==> src/rtl/traffic_light_monitor.sv <==
// Passive safety checker for the intersection light buses: tracks main-road
// phases, flags illegal encodings/conflicts/sequences/timing/stuck phases.
module traffic_light_monitor #(
    parameter int CW         = 8,
    parameter int MIN_GREEN  = 11,
    parameter int MIN_YELLOW = 3,
    parameter int MAX_YELLOW = 3,
    parameter int MIN_RED    = 11,
    parameter int MAX_PHASE  = 64
) (
    input  logic          clk,
    input  logic          reset_n,
    input  logic [2:0]    main_road,
    input  logic [2:0]    side_road,
    input  logic          clr_err,
    output logic          err_encoding,
    output logic          err_conflict,
    output logic          err_sequence,
    output logic          err_timing,
    output logic          err_stuck,
    output logic          err_any,
    output logic [CW-1:0] last_len,
    output logic [15:0]   cycle_count
);
    localparam logic [2:0]    RED = 3'b100;
    localparam logic [2:0]    YEL = 3'b010;
    localparam logic [2:0]    GRN = 3'b001;
    localparam logic [CW-1:0] L_MIN_G  = CW'(MIN_GREEN);
    localparam logic [CW-1:0] L_MIN_Y  = CW'(MIN_YELLOW);
    localparam logic [CW-1:0] L_MAX_Y  = CW'(MAX_YELLOW);
    localparam logic [CW-1:0] L_MIN_R  = CW'(MIN_RED);
    localparam logic [CW-1:0] L_MAXPH  = CW'(MAX_PHASE);

    logic [2:0]    r_mon_main;
    logic [CW-1:0] r_dwell;
    logic          r_prev_valid;
    logic          r_first_phase;
    logic          r_err_enc, r_err_conf, r_err_seq, r_err_tim, r_err_stk, r_err_any;
    logic [CW-1:0] r_last_len;
    logic [15:0]   r_cycle_count;

    logic          w_change, w_hold, w_legal, w_bad_len;
    logic [CW-1:0] w_dwell_inc;
    logic          w_v_enc, w_v_conf, w_v_seq, w_v_tim, w_v_stk;
    logic          w_enc_n, w_conf_n, w_seq_n, w_tim_n, w_stk_n;

    function automatic logic is_onehot(input logic [2:0] v);
        return (v == RED) || (v == YEL) || (v == GRN);
    endfunction

    always_comb begin
        w_change    = r_prev_valid && (main_road != r_mon_main);
        w_hold      = r_prev_valid && (main_road == r_mon_main);
        w_legal     = (r_mon_main == GRN && main_road == YEL) ||
                      (r_mon_main == YEL && main_road == RED) ||
                      (r_mon_main == RED && main_road == GRN);
        w_bad_len   = (r_mon_main == GRN && r_dwell < L_MIN_G) ||
                      (r_mon_main == YEL && (r_dwell < L_MIN_Y || r_dwell > L_MAX_Y)) ||
                      (r_mon_main == RED && r_dwell < L_MIN_R);
        w_dwell_inc = (r_dwell >= L_MAXPH) ? L_MAXPH : r_dwell + CW'(1);

        w_v_enc  = !is_onehot(main_road) || !is_onehot(side_road);
        w_v_conf = !main_road[2] && !side_road[2];
        w_v_seq  = w_change && !w_legal;
        // The phase in progress at reset release is partial, so its length is meaningless.
        w_v_tim  = w_change && !r_first_phase && w_bad_len;
        w_v_stk  = w_hold && (w_dwell_inc == L_MAXPH);

        // A new violation on the clearing edge wins over the clear.
        w_enc_n  = (r_err_enc  & ~clr_err) | w_v_enc;
        w_conf_n = (r_err_conf & ~clr_err) | w_v_conf;
        w_seq_n  = (r_err_seq  & ~clr_err) | w_v_seq;
        w_tim_n  = (r_err_tim  & ~clr_err) | w_v_tim;
        w_stk_n  = (r_err_stk  & ~clr_err) | w_v_stk;
    end

    always_ff @(posedge clk or negedge reset_n) begin
        if (!reset_n) begin
            r_mon_main    <= 3'b000;
            r_dwell       <= '0;
            r_prev_valid  <= 1'b0;
            r_first_phase <= 1'b1;
            r_err_enc     <= 1'b0;
            r_err_conf    <= 1'b0;
            r_err_seq     <= 1'b0;
            r_err_tim     <= 1'b0;
            r_err_stk     <= 1'b0;
            r_err_any     <= 1'b0;
            r_last_len    <= '0;
            r_cycle_count <= '0;
        end else begin
            r_err_enc  <= w_enc_n;
            r_err_conf <= w_conf_n;
            r_err_seq  <= w_seq_n;
            r_err_tim  <= w_tim_n;
            r_err_stk  <= w_stk_n;
            r_err_any  <= w_enc_n | w_conf_n | w_seq_n | w_tim_n | w_stk_n;
            if (!r_prev_valid) begin
                r_mon_main   <= main_road;
                r_dwell      <= CW'(1);
                r_prev_valid <= 1'b1;
            end else if (w_change) begin
                r_last_len    <= r_dwell;
                r_dwell       <= CW'(1);
                r_mon_main    <= main_road;
                r_first_phase <= 1'b0;
                if (r_mon_main == RED && main_road == GRN)
                    r_cycle_count <= r_cycle_count + 16'd1;
            end else begin
                r_dwell <= w_dwell_inc;
            end
        end
    end

    assign err_encoding = r_err_enc;
    assign err_conflict = r_err_conf;
    assign err_sequence = r_err_seq;
    assign err_timing   = r_err_tim;
    assign err_stuck    = r_err_stk;
    assign err_any      = r_err_any;
    assign last_len     = r_last_len;
    assign cycle_count  = r_cycle_count;
endmodule
==> config.mk <==
export PLATFORM = sky130hd
export DESIGN_NAME = traffic_light_monitor
export DESIGN_NICKNAME = d
export VERILOG_FILES = /design/src/rtl/traffic_light_monitor.sv
export SDC_FILE = /design/constraint.sdc
export NUM_CORES = 1
export LEC_CHECK = 0
export ABC_CLOCK_PERIOD_IN_PS = 4600
export BUFFER_PORTS_ARGS = -buffer_cell sky130_fd_sc_hd__buf_2
export CORE_MARGIN = 2
export CORE_UTILIZATION = 50
export DETAILED_ROUTE_END_ITERATION = 10
export PLACE_DENSITY = 0.82
export SYNTH_ARGS = -nofsm -noshare
export SYNTH_HDL_FRONTEND = slang
export SYNTH_SLANG_ARGS = --single-unit
==> constraint.sdc <==
create_clock -name clk -period 4.6 [get_ports clk]
set_input_delay 0.46 -clock clk [delete_from_list [all_inputs] [get_ports clk]]
set_output_delay 0.46 -clock clk [all_outputs]
set_load 0.01 [all_outputs]
### Yosys cells after proc, flatten, opt, wreduce, memory -nomap -nowiden

Index checks and enable logic that the tools add are counted.

| storage, ports and cells | value |
|---|---|
| register bits after elaboration | 43 |
| input port bits | 9 |
| output and inout bits | 30 |

| cells by class | value |
|---|---|
| $add $sub $neg | 2 |
| magnitude comparators | 4 |
| eq/ne operators | 13 |
| mux-type cells | 5 |
| bitwise operators | 15 |
| reduce and logical (&&, ||, !) cells | 31 |

Operator list:

| kind | number |
|---|---|
| 2-to-1 mux 8 bit | 3 |
| adder 16 x 1 -> 16 bit, second input constant | 1 |
| logical AND 1 bit | 13 |
| logical OR 1 bit | 10 |
| == test 3 x 1 -> 1 bit, second input constant | 3 |
| == test 3 x 2 -> 1 bit, second input constant | 3 |
| == test 3 bit, second input constant | 3 |
| OR 1 bit | 9 |
| adder 8 x 1 -> 8 bit, second input constant | 1 |
| == test 8 x 7 -> 1 bit, second input constant | 1 |
| >= comparator 8 x 7 -> 1 bit, second input constant | 1 |
| greater-than comparator 8 x 2 -> 1 bit, second input constant | 1 |
| less-than comparator 8 x 2 -> 1 bit, second input constant | 1 |
| less-than comparator 8 x 4 -> 1 bit, second input constant | 1 |
| logical NOT 1 bit | 6 |
| 2-to-1 mux 3 bit | 2 |
| bitwise AND 1 bit | 5 |
| == test 3 bit | 1 |
| != test 3 bit | 1 |
| AND reduction 3 bit | 1 |
| != test 2 x 1 -> 1 bit, second input constant | 1 |
| AND reduction 2 bit | 1 |
| inverter 1 bit | 1 |

### Logic depth before layout (Yosys ltp)

| logic depth | value |
|---|---|
| word-level depth | 10 |
| mapped depth | 7 |
| mapped depth without buffers | 6 |

### Worst setup path before layout

Ideal clock, no wire load.

| path | value |
|---|---|
| kind | in2reg |
| from | in main_road[2] |
| to | reg r_cycle_count[15], in the netlist cycle_count[15] |
| setup time | 0.124 ns |
| arrival time | 1.608 ns |
| data required time | 4.476 ns |
| setup slack | 2.868 ns |
| cell stages on the path | 6 |
| buffers on the path | 1 |
| cell sequence | buf_6 and4bb_1 nand2_1 nor4_4 nand4_1 xnor2_1 |

| on the way | value |
|---|---|
| word-level cells in the longest chain between the ends | 3 |
| elaborated cells on any way between the ends | 5 |
| classes of those cells | eq/ne: 2; reduce/logical: 3 |

RTL lines:

| element | RTL line | RTL |
|---|---|---|
| start, declared | 13 | `input logic [2:0] main_road,` |
| != test 3 bit / == test 3 x 1 -> 1 bit (equally long branches) | 52, 107 |  |
| logical AND 1 bit (on tied branches) | 52, 107 |  |
| AND reduction 3 bit (no source line) * | -- |  |
| end signal, assigned | 108 | `r_cycle_count <= r_cycle_count + 16'd1;` |
| end, declared | 40 | `logic [15:0] r_cycle_count;` |

Every way passes the cells marked *; elsewhere a longest branch is shown, timed or not.
A chain may end at the register's enable or synchronous reset.

### Final worst setup path

| path | value |
|---|---|
| from | reg r_mon_main[0] |
| to | reg r_cycle_count[1], in the netlist cycle_count[1] |

| on the way | value |
|---|---|
| word-level cells in the longest chain between the ends | 3 |
| elaborated cells on any way between the ends | 5 |
| classes of those cells | eq/ne: 2; reduce/logical: 3 |

RTL lines:

| element | RTL line | RTL |
|---|---|---|
| start, declared | 34 | `logic [2:0] r_mon_main;` |
| start signal, assigned | 99 | `r_mon_main <= main_road;` |
| start signal, assigned | 105 | `r_mon_main <= main_road;` |
| != test 3 bit / == test 3 bit (equally long branches) | 52, 107 |  |
| logical AND 1 bit (on tied branches) | 52, 107 |  |
| AND reduction 3 bit (no source line) * | -- |  |

Marked as above.

==> summary.txt <==
Clock tree
  – Post-CTS Resized: 0
  – Number of buffers created by CTS: 5
  – Clock buffer depth: 2
  – Hold_buf cts: 0
  – Root Driver: clkbuf_8
  – Post-CTS Setup Bufs: 0
  – Latest clock arrival within the worst-skew pair: between 0.2 and 0.3 ns
  – CTS tree: done
  – H-tree levels: 2
  – TritonCTS Sinks: 43
  – Clock-pin slew on the worst setup and hold paths: 0.08 ns

STA
  – Final-report hold violation count: 0
  – Rel. slew slack: 38.2%
  – Setup Skew: around 0.005 ns
  – Fmax: ~510 MHz
  – Unrepaired setup endpoints after global routing: false
  – Worst slew pin tran: approximately 0.93 ns
  – WHS: 0.312 ns
  – Setup TNS: 0 ns
  – Final period utilization: 42.9%
  – Final Setup Violations: 0
  – Crit path setup slack, layout: 2.63 ns
  – Final Max Slew Viols: 0
  – Fin crit period: 1.97 ns

Synthesis
  – Post-Syn Area: ~1900 um^2
  – Cells after Synth: 177
  – Most common library cells after synthesis: 42 x dfrtp_1, 38 x nand2_1, 14 x xnor2_1
  – Syn_nets: 188
  – FF+latch count, synth: 43
  – Post-synthesis sequential area ratio: a little under three fifths
  – Synth area leader: dfrtp_1
  – Top cell type's share of synthesized area: 55.1%
  – Netlist cell types: 38
  – Mean Syn Cell Area: 10.8 um^2
  – Area contributors post-synth: dfrtp_1 55%, nand2_1 7.5%, xnor2_1 6.4%
  – EDFF count, synth: 0
  – Async SR Flop Fraction: 100%
  – Synth Flop Type: dfrtp_1
  – Yosys warnings: 0
  – Most numerous cell in the Yosys netlist: dfrtp_1

Worst setup path
  – Worst EP required: 4.77 ns
  – Critical Path AT: between 2 and 2.5 ns
  – Crit path launch type: flip-flop
  – CP Max Fanout: 11
  – Critical Path End Type: flip-flop
  – Crit-path max cell delay: 0.76 ns
  – Crit path kind: reg -> reg
  – Worst-path cell chain: xor2_1 -> o31ai_2 -> nor2_2 -> mux2_2
  – Crit path max-delay family: compound AO/OA/AOI/OAI gates
  – Buf/Inv on CP: 0
  – CP max stage cell: o31ai_2

Global routing
  – Vias in the first global route: 1299
  – Total track usage: 18.0%
  – Initial antenna violation count: 0
  – Global-route wire length before repair: 5.93 mm
  – Global route overflow: 0
  – Largest net degree at the start of global routing: 44

Worst hold path
  – Hold WC Path Type: in -> async

Floorplan
  – Starting Density: 52.1%
  – Die span in y: roughly 66 um
  – Core box area: 3660 um^2
  – Row cnt: 22
  – Die width: 65.8 um
  – Die area: 4330 um^2
  – Io pins: 39

Place
  – Post-detail-place hpwl: 2.52 mm
  – Post-Place Setup Slack: roughly 2.5 ns
  – Number of port buffers: 38
  – Gp weighted congestion: approximately 0.76

Routing
  – Antenna-violating nets left: 0
  – Final wirelength: 3.48 mm
  – Initial drt markers: just over 70
  – DRC errors left: 0
  – Vias per std cell: 5.30
  – TritonRoute pass-1 iters: 4
  – Wire length per cell: 13.1 um
  – DR vias: 1404

Power and ir drop
  – Peak supply drop: 180 uV
  – Power Dens Cells: 336 nW/um^2
  – Final Total Pwr: about 750 uW
  – Leak: 0.00112 uW

Final layout
  – Fill cells: 319
  – Share of post-route cells with drive strength above 1: 23.5%
  – Antenna fix cells: 0
  – Post-layout nets: 227
  – Final Core Density: 60.9%
  – Area Growth Syn to Fin: 16.9%

Flow run
  – MaxCap Viol Count: 0

Run status
  – Status: complete, no violations
cell families (layout without fill, tap and decap cells):
group,after synthesis,in the layout,synth area share [%]
XOR/XNOR,25,25,11.5
buffers and inverters,7,47,2.03
AND/OR/NAND/NOR,81,81,21.1
other,2,2,0.394
AO/OA/AOI/OAI,16,16,6.62
multiplexers,1,1,0.590
adder cells (fa/ha/maj),2,2,1.31
flip-flops,43,43,56.5
per-layer routing:
metal  vias to the layer above  routed length (um)  track usage, %
met2                        40                1660            29.0
met1                       681                1610            24.3
met5                         -                   0               0
met4                         0                  47            5.47
li1                        674                   -               -
met3                         9                 165            4.09
final timing paths:
kind | startpoint | end | slack [ns] | cells past startpoint
setup / recovery | r_mon_main[0] | cycle_count[1] | 2.63 | 4
hold / removal | reset_n | cycle_count[9] | 0.31 | 1
setup reg to reg | r_mon_main[0] | cycle_count[1] | 2.63 | 4
hold reg to reg | last_len[5] | last_len[5] | 0.48 | 2
max in group asynchronous | reset_n | last_len[7] | 3.72 | 1
min in group clk | main_road[0] | r_mon_main[0] | 0.35 | 1
power breakdown:
group / total (uW) / internal (uW) / switching, uW
clock network: 281 / 162 / 119
registers: 405 / 391 / 14.1
logic: 62.8 / 23.7 / 39.2
metrics by stage:
step / instances / cell area [um^2]
after floorplan: 177 / 1910
after global placement: 257 / 2120
after detailed placement: 257 / 2120
after CTS: 265 / 2230
after global routing: 265 / 2230
final: 265 / 2230
layout make-up:
cell class                 instances  area, um^2  area share [%]
timing repair buffer              38         190            8.53
sequential                        43        1080            48.3
tap                               48        60.1            2.69
clock inverter                     1        30.0            1.35
inverter                           1        3.75           0.168
multi-input combinational        127         792            35.5
clock buffer                       7        76.3            3.42
registers in the layout (all words and copies together), names as in the netlist, 3 cells and up:
register     flops
cycle_count     16
last_len         8
r_dwell          8
r_mon_main       3
layout by cell type, fill, tap and decap left out, drive strengths merged, types with 2 or more instances in the layout:
master,count
o2111ai,2
o31ai,4
nand2,38
nand3,7
conb,2
nor4,2
dfrtp,42
xor2,11
xnor2,14
o21ai,3
clkbuf,7
nor2b,2
nand4,6
ha,2
and2,2
nor2,13
buf,38
and3,5
nand4b,2
No activity file was read; power rests on OpenSTA's default activity.
